<file path="src/rtl/toll_sensor_uart_tx.sv">
// Toll-lane sensor reporter: sends the synchronized sensor vector as an 8N1 UART
// frame whenever it differs from the vector carried by the last frame started.
module toll_sensor_uart_tx #(
  parameter int CLKS_PER_BIT = 868
) (
  input  logic clk,
  input  logic reset,
  input  logic vehicle_detected,
  input  logic tailgate,
  input  logic ev_detected,
  output logic tx,
  output logic busy,
  output logic frame_done
);

  // state | meaning
  // IDLE  | line high, waiting for sv to differ from last_sent
  // START | start bit (low)
  // DATA  | eight payload bits, LSB first
  // STOP  | stop bit (high); frame_done on its last cycle
  typedef enum logic [1:0] {IDLE, START, DATA, STOP} state_t;

  localparam int CW = (CLKS_PER_BIT > 1) ? $clog2(CLKS_PER_BIT) : 1;
  localparam logic [CW-1:0] CNT_MAX = CW'(CLKS_PER_BIT - 1);

  state_t        state, state_next;
  logic [2:0]    sync1, sv;
  logic [2:0]    last_sent, last_sent_next;
  logic [7:0]    shift, shift_next;
  logic [CW-1:0] cnt, cnt_next;
  logic [2:0]    bit_idx, bit_idx_next;
  logic          bit_end;
  logic          tx_next, busy_next, frame_done_next;

  always_ff @(posedge clk or posedge reset) begin
    if (reset) begin
      sync1 <= '0;
      sv    <= '0;
    end else begin
      sync1 <= {vehicle_detected, tailgate, ev_detected};
      sv    <= sync1;
    end
  end

  always_ff @(posedge clk or posedge reset) begin
    if (reset) begin
      state      <= IDLE;
      last_sent  <= '0;
      shift      <= '0;
      cnt        <= '0;
      bit_idx    <= '0;
      tx         <= 1'b1;
      busy       <= 1'b0;
      frame_done <= 1'b0;
    end else begin
      state      <= state_next;
      last_sent  <= last_sent_next;
      shift      <= shift_next;
      cnt        <= cnt_next;
      bit_idx    <= bit_idx_next;
      tx         <= tx_next;
      busy       <= busy_next;
      frame_done <= frame_done_next;
    end
  end

  assign bit_end = (cnt == CNT_MAX);

  always_comb begin
    state_next     = state;
    last_sent_next = last_sent;
    shift_next     = shift;
    cnt_next       = cnt;
    bit_idx_next   = bit_idx;
    tx_next        = 1'b1;
    busy_next      = 1'b0;
    frame_done_next = 1'b0;

    case (state)
      IDLE: begin
        if (sv != last_sent) begin
          state_next     = START;
          shift_next     = {5'b00000, sv};
          last_sent_next = sv;
          cnt_next       = '0;
        end
      end
      START: begin
        if (bit_end) begin
          state_next   = DATA;
          cnt_next     = '0;
          bit_idx_next = '0;
        end else begin
          cnt_next = cnt + CW'(1);
        end
      end
      DATA: begin
        if (bit_end) begin
          cnt_next   = '0;
          shift_next = shift >> 1;
          if (bit_idx == 3'd7) state_next = STOP;
          else bit_idx_next = bit_idx + 3'd1;
        end else begin
          cnt_next = cnt + CW'(1);
        end
      end
      STOP: begin
        if (bit_end) begin
          state_next = IDLE;
          cnt_next   = '0;
        end else begin
          cnt_next = cnt + CW'(1);
        end
      end
      default: state_next = IDLE;
    endcase

    // Outputs are registered, so derive them from where the FSM is heading.
    case (state_next)
      START:   tx_next = 1'b0;
      DATA:    tx_next = shift_next[0];
      default: tx_next = 1'b1;
    endcase
    busy_next       = (state_next != IDLE);
    frame_done_next = (state_next == STOP) && (cnt_next == CNT_MAX);
  end

endmodule
</file>
<file path="config.mk">
export PLATFORM = sky130hd
export DESIGN_NAME = toll_sensor_uart_tx
export DESIGN_NICKNAME = d
export VERILOG_FILES = /design/src/rtl/toll_sensor_uart_tx.sv
export SDC_FILE = /design/constraint.sdc
export NUM_CORES = 1
export LEC_CHECK = 0
export CORE_MARGIN = 3
export CORE_UTILIZATION = 45
export DETAILED_ROUTE_END_ITERATION = 16
export PLACE_DENSITY = 0.74
export SLEW_MARGIN = 20
export SYNTH_ARGS = -nofsm -noshare
export SYNTH_HDL_FRONTEND = slang
export SYNTH_SLANG_ARGS = --single-unit
</file>
<file path="constraint.sdc">
create_clock -name clk -period 3.72 [get_ports clk]
set_input_delay 0.744 -clock clk [delete_from_list [all_inputs] [get_ports clk]]
set_output_delay 0.744 -clock clk [all_outputs]
set_load 0.05 [all_outputs]
</file>
Word level (Yosys, flattened, before mapping):

Cells that the tools add are included.
W data, S select, Z words.

* bits of input ports: 5
* flip-flop bits (word level): 35

* equality and inequality tests: 14
* muxes and demuxes: 17
* reductions and logical operators: 9
* add/sub/neg operators: 2

Operators with widths (count)
* $eq A10 B10 Y1 const B: 2
* $mux W10: 2
* $pmux W10 S2: 1
* $mux W8: 2
* $pmux W8 S2: 1
* $add A10 B1 Y10 const B: 1
* $mux W2: 5
* $mux W3: 3
* $eq A2 B2 Y1 const B: 4
* $ne A2 B2 Y1 const B: 4
* $pmux W2 S4: 1
* $pmux W3 S2: 1
* $reduce_bool A2 Y1: 3
* $eq A2 B1 Y1 const B: 2
* $reduce_and A4 Y1: 1
* $add A3 B1 Y3 const B: 1
* $eq A3 B3 Y1 const B: 1
* $ne A3 B3 Y1: 1
* $reduce_and A3 Y1: 1
* $reduce_or A3 Y1: 1
* $logic_not A2 Y1: 1
* $pmux W1 S2: 1
* $reduce_and A2 Y1: 1
* $logic_and A1 B1 Y1: 1

Depth between registers and ports, before layout:

Gate-level depths: netlist of the first run.

* depth after elaboration: 6
* depth in mapped cells: 8

Least setup slack after synthesis of the first run:

Ideal clock, no wire load.

* path kind: reg-to-reg
* start point: register cnt[0]
* end point: register tx
* stages on the path, launching flop included: 8
* library setup time: 0.080 ns
* path slack: 1.686 ns
* period minus slack after synthesis: 2.034 ns
* data arrival time: 1.955 ns
* path through: dfrtp_1 ha_1 nand2_1 nor4_4 nor3b_4 nor2_2 a21o_1 o22a_1

* elaborated cells between the ends (all ways): 10

RTL lines
* start, declared: line 30 `logic [CW-1:0] cnt, cnt_next;`
* start signal, assigned: line 59 `cnt <= cnt_next;`
* $eq A10 B10 Y1: line 67 `assign bit_end = (cnt == CNT_MAX);`
* $mux W8: line 98 `if (bit_end) begin`
* $pmux W8 S2: line 79 `case (state)`
* named net shift_next[0]: line 29 `logic [7:0] shift, shift_next;`
* $pmux W1 S2: line 119 `case (state_next)`
* named net tx_next: line 33 `logic tx_next, busy_next, frame_done_next;`
* end signal, assigned: line 61 `tx <= tx_next;`
* end, declared: line 11 `output logic tx,`

The timed path passes the listed nets, and every way through them passes these cells. The select of a mux whose other input is x is not followed.
A chain may end at the register's enable or synchronous reset.

Worst setup path in the final report of the first run:

Ends and elaborated chain as after synthesis.

==> results of run 1 <==
## cell usage after synthesis, types with 2 or more instances
cell / n / area (sq um)
a31oi_1: 2 / 12.5
nand3_1: 3 / 15.0
clkbuf_1: 4 / 15.0
o21ai_0: 15 / 75.1
and2_1: 3 / 18.8
ha_1: 3 / 37.5
or2_2: 2 / 12.5
nor3_1: 7 / 35.0
nand2_1: 24 / 90.1
mux2_2: 3 / 33.8
xor2_1: 4 / 35.0
o21ai_1: 3 / 15.0
dfrtp_1: 33 / 826
xnor2_1: 4 / 35.0
a21oi_1: 3 / 15.0
inv_1: 3 / 11.3
nand2b_1: 2 / 12.5
o41ai_1: 2 / 17.5
buf_2: 2 / 10.0
o31ai_1: 3 / 22.5
nor2_1: 11 / 41.3
a22o_1: 5 / 43.8
a22oi_1: 4 / 30.0
## layer usage
| metal | wire [um] | vias to the layer above | GRT usage [%] | share of wire, % |
|---|---|---|---|---|
| met5 | 0 | - | 0 | 0 |
| met4 | 48 | 0 | 7.09 | 1.6 |
| met3 | 149 | 6 | 5.06 | 4.9 |
| met2 | 1450 | 35 | 26.9 | 48 |
| met1 | 1400 | 585 | 20.3 | 46 |
| li1 | - | 604 | - | - |
## worst paths after layout
check	endpoint	slack, ns	cells after the start
hold / removal	sv[1]	0.35	0
min in group asynchronous	cnt[8]	0.84	3
max in group asynchronous	tx	2.55	3
setup reg to reg	tx	1.35	7
setup / recovery	tx	1.35	7
hold reg to reg	sv[1]	0.35	0
## layout make-up
| type | count | share of cell area, % |
|---|---|---|
| multi-input combinational | 120 | 41.8 |
| tap | 46 | 3.08 |
| inverter | 3 | 0.602 |
| clock buffer | 8 | 4.82 |
| sequential | 34 | 45.6 |
| timing repair buffer | 8 | 4.15 |
## state kept, by name, summed over array words and instances, names as in the netlist
| signal | flops |
|---|---|
| cnt | 10 |
| busy | 1 |
| sync1 | 3 |
| sv | 3 |
| state | 2 |
| bit_idx | 3 |
| frame_done | 1 |
| last_sent | 3 |
| tx | 1 |
| shift | 7 |
## per-stage QoR
step | setup WS [ns] | util [%] | hold slack (ns) | area (sq um)
6_report | 1.35 | 54.3 | 0.350 | 1870
5_1_grt | 0.991 | 54.3 | 0.358 | 1870
4_1_cts | 1.35 | 54.3 | 0.354 | 1870
3_5_place_dp | 1.36 | 51.7 | 0.339 | 1780
3_3_place_gp | 1.51 | 51.7 | 0.335 | 1780
2_1_floorplan | 1.69 | - | 0.331 | 1670
## cell families (layout without fill, tap and decap cells)
| kind of cell | count (synthesis) | after routing | share of synthesized area [%] |
|---|---|---|---|
| xor+xnor | 8 | 8 | 4.20 |
| flops | 34 | 34 | 51.0 |
| simple gates | 62 | 62 | 20.8 |
| mux | 4 | 4 | 2.62 |
| fa+ha+maj | 3 | 3 | 2.25 |
| buf+inv | 9 | 19 | 2.17 |
| compound gates | 43 | 43 | 16.9 |
## power by group
part | internal [uW] | leakage, uW | switching, uW | total, uW
combinational | 70.8 | 0.000292 | 89.1 | 160
clock | 151 | 0.0000455 | 128 | 279
sequential | 412 | 0.000421 | 64.8 | 477
total | 634 | 0.000759 | 282 | 916
==> impl_metrics.csv, run 1 <==
group,metric,value,unit
global_route,antenna_found_initial,0,
run_status,status,"finished, final reports clean",
layout,fillers,289,
logic_synthesis,synthCells,163,
place,post-dp-hpwl,2120,um
timing,max_clock_freq,421,MHz
timing,rsz0062_at_grt,"false",
hold_path,min_path_type,"reg2reg",
critical_path,endpoint_kind,"register",
clocking,cts.path.max_buffers,2,
global_route,grt_max_degree,35,
critical_path,critical_path_required,3.94,ns
detailed_routing,wire_per_inst,13.9,um
layout,final_cells,219,
timing,finalCritPeriodShare,63.8,%
place,gp_congestion,0.887,
timing,slew_headroom,48.7,%
global_route,grt_pass1_vias,1211,
detailed_routing,ant_nets,0,
timing,maxSlewViolCount,0,
floorplanning,die_h,66.9,um
global_route,grt_overflow,0,
logic_synthesis,avgSynthCellArea,10.2,sq um
clocking,cts_buffers,5,
global_route,grt_pass1_wl,5460,um
power,irDropWorstVdd,0.000234,V
logic_synthesis,async_reset_ff_share,100,%
floorplanning,boundaryPins,8,
detailed_routing,avgViaCountPerCell,5.62,
power,p_per_area,490,nW/um^2
timing,period_needed,2.37,ns
layout,n_antenna_cell,0,
layout,layout_common_cells,"dfrtp_1, nand2_1, o21ai_0",
floorplanning,std_cell_rows,21,
critical_path,rr_startpoint,"cnt[0]",
critical_path,cpPeakStageDelay,0.50,ns
layout,multi_input_area,781,sq um
clocking,clk_pin_slew,0.07,ns
hold_path,min_from,"sync1[1]",
floorplanning,fp.dieW,66.9,um
clocking,cts_htree_levels,2,
clocking,cts_root_buf,"clkbuf_8",
critical_path,path_cells,"ha_1 -> nand2_1 -> nor4_4 -> nor3b_4 -> nor2_2 -> a21o_1 -> o22a_1",
critical_path,crit_path_start_kind,"register",
place,portBuffers,7,
logic_synthesis,synthesis.area,1670,sq um
timing,tns,0,ns
detailed_routing,drt-total-wl,3050,um
clocking,cts_tree,"built",
detailed_routing,drc_errors,0,
critical_path,cp_top_family,"simple AND/OR/NAND/NOR gates",
timing,tightest_slew,0.766,ns
clocking,cts_hold_buffers,0,
layout,regArea,852,sq um
critical_path,startpoint,"cnt[0]",
logic_synthesis,synthFlopType,"dfrtp_1",
clocking,cts_resized,0,
logic_synthesis,yosysWarningCount,0,
power,power.leakage,0.000759,uW
layout,nets,180,
logic_synthesis,ys_types,41,
timing,skew,0.00849,ns
detailed_routing,vias,1230,
layout,drive_gt1_share,10.4,%
clocking,clock-sinks,34,
layout,syn_to_final_growth,12.0,%
critical_path,crit_arrival,2.60,ns
detailed_routing,drt_iter0_markers,55,
critical_path,cp_slowest_cell,"nor4_4",
critical_path,cp_num_buf_inv,0,
detailed_routing,dr.pass1.iters,4,
layout,layout_commonest_cell,"dfrtp_1",
power,total_power,916,uW
floorplanning,core-area,3440,sq um
logic_synthesis,syn_nets,171,
job,timing.max_cap.violations,0,
clocking,cts_setup_buffers,0,
logic_synthesis,synth_seq_cells,34,
critical_path,cp_max_fo,10,
global_route,track_usage,16.6,%
timing,hold_viol,0,
timing,setup_viol,0,
logic_synthesis,synth_edf_count,0,
floorplanning,die-area,4480,sq um
clocking,clk_latency,0.29,ns
logic_synthesis,seq_area_frac_synth,51.0,%
place,dpl.cell_count,211,
floorplanning,start_util,48.5,%
critical_path,crit_type,"reg2reg",
Note: power is estimated with default switching activity, not from simulation.
==> run 2: changes to the inputs <==
--- a/config.mk
+++ b/config.mk
@@ -8,7 +8,7 @@
 export CORE_MARGIN = 3
 export CORE_UTILIZATION = 45
 export DETAILED_ROUTE_END_ITERATION = 16
-export PLACE_DENSITY = 0.74
+export PLACE_DENSITY = 0.77
 export SLEW_MARGIN = 20
 export SYNTH_ARGS = -nofsm -noshare
 export SYNTH_HDL_FRONTEND = slang
==> constraint.sdc (replaced) <==
create_clock -name clk -period 2 [get_ports clk]
set_input_delay 0.4 -clock clk [delete_from_list [all_inputs] [get_ports clk]]
set_output_delay 0.4 -clock clk [all_outputs]
set_load 0.05 [all_outputs]
==> impl_metrics.csv, run 2 (synthesized netlist as in run 1, its figures left out) <==
group,metric,value,unit
floorplanning,boundaryPins,8,
critical_path,rrSetupSlack,0.16,ns
hold_path,min_path_type,"reg2reg",
timing,tightest_slew,0.490,ns
clocking,cts_buffers,5,
detailed_routing,wire_per_inst,13.3,um
floorplanning,std_cell_rows,21,
place,gp_congestion,0.860,
timing,setup_viol,0,
detailed_routing,drt_iter0_markers,117,
power,irDropWorstVdd,0.000441,V
power,share_comb_of_total_power,20.1,%
global_route,grt_max_degree,35,
clocking,clock-sinks,34,
layout,fillers,302,
power,p_int,1310,uW
critical_path,endpoint_kind,"register",
job,timing.max_cap.violations,0,
layout,drive_gt1_share,19.8,%
detailed_routing,avgViaCountPerCell,5.48,
clocking,cts.path.max_buffers,2,
power,p_seq_share,47.2,%
layout,regArea,852,sq um
layout,multi_input_area,801,sq um
critical_path,cp_slowest_cell,"dfrtp_1",
floorplanning,fp.dieW,66.9,um
layout,largest_reg_flops,10,
place,portBuffers,7,
floorplanning,core-area,3440,sq um
critical_path,cp_max_fo,6,
critical_path,cpPeakStageDelay,0.42,ns
clocking,cts_tree,"built",
clocking,cts_htree_levels,2,
detailed_routing,drt-total-wl,3100,um
layout,layout_common_cells,"dfrtp_1, nand2_1, buf_4",
critical_path,cp_top_family,"simple AND/OR/NAND/NOR gates",
critical_path,crit_arrival,2.02,ns
floorplanning,start_util,48.5,%
critical_path,path_cells,"ha_1 -> nand2_2 -> nor4_4 -> or2_2 -> o32ai_2 -> o21ai_1 -> nor4_1",
power,switching_share,29.2,%
place,post-place-ws,0.0674,ns
layout,reg.largest.list,"cnt x10, shift x7",
detailed_routing,ant_nets,0,
run_status,status,"finished, final reports clean",
floorplanning,die-area,4480,sq um
timing,rsz0062_at_grt,"false",
timing,skew,0.00770,ns
critical_path,cp_num_buf_inv,0,
layout,nets,194,
clocking,clk_pin_slew,0.06,ns
clocking,cts_hold_buffers,0,
place,post-dp-hpwl,2250,um
global_route,grt_pass1_vias,1240,
power,p_switching,543,uW
critical_path,crit_path_start_kind,"register",
clocking,clk_latency,0.29,ns
global_route,antenna_found_initial,0,
layout,n_antenna_cell,0,
layout,regMostFlops,"cnt",
timing,max_clock_freq,544,MHz
layout,syn_to_final_growth,20.3,%
global_route,grt_overflow,0,
layout,fin_util,58.3,%
critical_path,critical_path_required,2.18,ns
timing,period_needed,1.84,ns
detailed_routing,drc_errors,0,
power,power.leakage,0.000838,uW
layout,layout_commonest_cell,"dfrtp_1",
clocking,cts_setup_buffers,0,
timing,fin_ws,0.163,ns
global_route,track_usage,16.7,%
power,p_per_area,924,nW/um^2
global_route,grt_pass1_wl,5480,um
floorplanning,die_h,66.9,um
clocking,cts_root_buf,"clkbuf_8",
timing,maxSlewViolCount,0,
detailed_routing,dr.pass1.iters,4,
timing,tns,0,ns
critical_path,crit_type,"reg2reg",
timing,finalCritPeriodShare,91.8,%
power,clockPowerShare,32.7,%
timing,slew_headroom,67.2,%
detailed_routing,vias,1277,
timing,hold_viol,0,
## run 2: worst paths after layout
path	startpoint	endpoint	depth (start not counted)
min in group asynchronous	reset	cnt[4]	3
min reg2reg	sync1[0]	sv[0]	0
max	cnt[1]	frame_done	7
max reg2reg	cnt[1]	frame_done	7
min	sync1[0]	sv[0]	0
max in group asynchronous	reset	tx	3
## run 2: what timing repair did
action / in CTS / in global routing
setup endpoints to repair: 0 / 1
gates resized for setup: 0 / 5
hold endpoints to repair: 0 / 0
## run 2: power groups by stage
stage          Clock (uW)  Combinational, uW  Sequential, uW
6_report              607                373             876
2_1_floorplan           0                282             833
5_1_grt               659                418             887
3_5_place_dp            0                362             885
4_1_cts               627                364             873
3_3_place_gp            0                344             875
## run 2: worst register-to-register path: cells and delay by family, from the launching register on
family | cells | cell delay, ns
adder cells (fa/ha/maj) | 1 | 0.23
AND/OR/NAND/NOR | 4 | 0.73
flip-flops | 1 | 0.42
AO/OA/AOI/OAI | 2 | 0.36
## run 2: layer usage
metal	vias up	global-route usage [%]	wire, um
met3	7	6.24	146
met4	0	8.61	60
met5	-	0	0
li1	630	-	-
met2	24	25.9	1530
met1	616	20.2	1370
## run 2: final cells by class
class	instances	share of cell area, %
clock buffers	7	3.80
well taps	46	2.87
flip-flops and latches	34	42.4
repair buffers	22	8.97
inverters	3	0.561
multi-input cells	120	39.9
clock inverters	1	1.50
## run 2: stage by stage
step	total power, uW	area [sq um]	std cells	hold WS [ns]
2_1_floorplan	1120	1670	163	0.331
3_3_place_gp	1220	1880	225	0.332
3_5_place_dp	1250	1880	225	0.337
4_1_cts	1860	1990	233	0.352
5_1_grt	1960	2010	233	0.369
6_report	1860	2010	233	0.350
==> run 3: changes to the inputs <==
--- a/config.mk
+++ b/config.mk
@@ -5,11 +5,10 @@
 export SDC_FILE = /design/constraint.sdc
 export NUM_CORES = 1
 export LEC_CHECK = 0
-export CORE_MARGIN = 3
 export CORE_UTILIZATION = 45
 export DETAILED_ROUTE_END_ITERATION = 16
 export PLACE_DENSITY = 0.77
-export SLEW_MARGIN = 20
+export SLEW_MARGIN = 25
 export SYNTH_ARGS = -nofsm -noshare
 export SYNTH_HDL_FRONTEND = slang
 export SYNTH_SLANG_ARGS = --single-unit
==> impl_metrics.csv, run 3 (synthesized netlist as in run 1, its figures left out) <==
group,metric,value,unit
place,gp_congestion,0.845,
layout,largest_reg_flops,10,
timing,tightest_slew,0.507,ns
floorplanning,core-area,3440,sq um
floorplanning,die_h,62.9,um
layout,multi_input_area,798,sq um
clocking,cts_tree,"built",
timing,fin_ws,0.116,ns
critical_path,cp-endpoint,"frame_done",
timing,hold_slack,0.349,ns
layout,layout_common_cells,"dfrtp_1, nand2_1, buf_4",
critical_path,rrSetupSlack,0.12,ns
power,power.leakage,0.000829,uW
place,post-dp-hpwl,2300,um
detailed_routing,topRoutingLayerUsed,"met4",
critical_path,reg2reg_to,"frame_done",
clocking,cts_htree_levels,2,
power,irDropWorstVdd,0.000501,V
layout,nets,194,
floorplanning,start_util,48.5,%
clocking,cts_buffers,5,
timing,maxSlewViolCount,0,
layout,n_antenna_cell,0,
global_route,grt_pass1_vias,1274,
place,post-place-ws,0.0402,ns
layout,regArea,855,sq um
layout,layout_commonest_cell,"dfrtp_1",
global_route,track_usage,19.3,%
floorplanning,die-area,3960,sq um
layout,syn_to_final_growth,19.4,%
detailed_routing,drt_iter0_markers,36,
global_route,grt_overflow,0,
clocking,cts_root_buf,"clkbuf_8",
critical_path,cp_max_fo,8,
critical_path,crit_type,"reg2reg",
timing,slew_headroom,66.0,%
hold_path,min_path_type,"reg2reg",
critical_path,crit_arrival,2.08,ns
detailed_routing,drc_errors,0,
critical_path,r2r_cells,7,
detailed_routing,wl_met1,1470,um
floorplanning,std_cell_rows,21,
critical_path,critical_path_required,2.19,ns
detailed_routing,routed-wl-met2,1520,um
layout,final_cells,233,
layout,fillers,297,
detailed_routing,avgViaCountPerCell,5.53,
critical_path,rr_startpoint,"cnt[1]",
detailed_routing,drt-total-wl,3190,um
detailed_routing,wire_per_inst,13.7,um
job,timing.max_cap.violations,0,
global_route,antenna_found_initial,0,
detailed_routing,vias,1289,
run_status,status,"finished, final reports clean",
timing,setup_viol,0,
detailed_routing,wl_met3,118,um
clocking,cts_setup_buffers,0,
global_route,grt_max_degree,35,
detailed_routing,ant_nets,0,
timing,skew,0.00992,ns
layout,fin_area,1990,sq um
critical_path,crit_path_start_kind,"register",
critical_path,startpoint,"cnt[1]",
detailed_routing,dr.pass1.iters,4,
global_route,grt_pass1_wl,5750,um
place,dpl.cell_count,225,
layout,reg.largest.list,"cnt x10, shift x7",
clocking,clock-sinks,34,
layout,drive_gt1_share,20.9,%
layout,regMostFlops,"cnt",
critical_path,endpoint_kind,"register",
timing,period_needed,1.88,ns
timing,finalCritPeriodShare,94.2,%
power,p_per_area,885,nW/um^2
clocking,clk_latency,0.29,ns
place,placed_area,1880,sq um
floorplanning,fp.dieW,62.9,um
place,portBuffers,7,
timing,max_clock_freq,531,MHz
timing,hold_viol,0,
floorplanning,boundaryPins,8,
clocking,cts.path.max_buffers,2,
clocking,clk_pin_slew,0.07,ns
-- run 3: cell count changes in the layout (fill, tap and decap cells not counted), sizes merged --
cell,previous run,this run
bufinv,1,0
clkinv,0,1
-- run 3: cell type report --
type,instances,share of cell area [%]
tap,46,2.89
multi-input combinational,120,40.1
clock inverter,1,0.251
sequential,34,42.9
inverter,3,0.565
timing repair buffer,22,9.04
clock buffer,7,4.33
-- run 3: power breakdown --
| group | switching [uW] | internal (uW) | total (uW) |
|---|---|---|---|
| registers | 114 | 769 | 883 |
| logic | 192 | 173 | 366 |
| clock network | 239 | 277 | 516 |
-- run 3: timing repair --
action                     4_1_cts  5_1_grt
hold buffers                     0        0
setup endpoints to repair        0        1
gates resized for setup          0        6
-- run 3: worst min path at each step --
stage | startpoint | slack [ns] | end | depth (start not counted)
finish | sync1[0] | 0.35 | sv[0] | 0
global route | sync1[0] | 0.36 | sv[0] | 0
CTS | sync1[0] | 0.35 | sv[0] | 0
detailed placement | sync1[0] | 0.34 | sv[0] | 0
global placement | sync1[0] | 0.33 | sv[0] | 0
floorplan | sync1[0] | 0.33 | sv[0] | 0
-- run 3: through the flow --
step	setup TNS [ns]	power, uW	utilization (%)
detailed placement	0	1240	54.7
CTS	0	1770	57.3
global placement	0	1220	54.7
finish	0	1760	57.9
global route	-0.000866	1890	57.9
floorplan	0	1120	-
-- run 3: critical path, cell delays in order, from the launching register on --
cell     delay, ns
dfrtp_1       0.42
ha_1          0.21
nand2_1       0.14
nor4_4        0.06
or2_4         0.28
o32ai_1       0.27
o21ai_0       0.14
nor4_1        0.27
-- run 3: metal layers --
layer | vias up | GRT usage [%]
li1 | 632 | -
met1 | 622 | 22.3
met3 | 10 | 6.39
met5 | - | 0
met4 | 0 | 11.0
met2 | 25 | 31.0
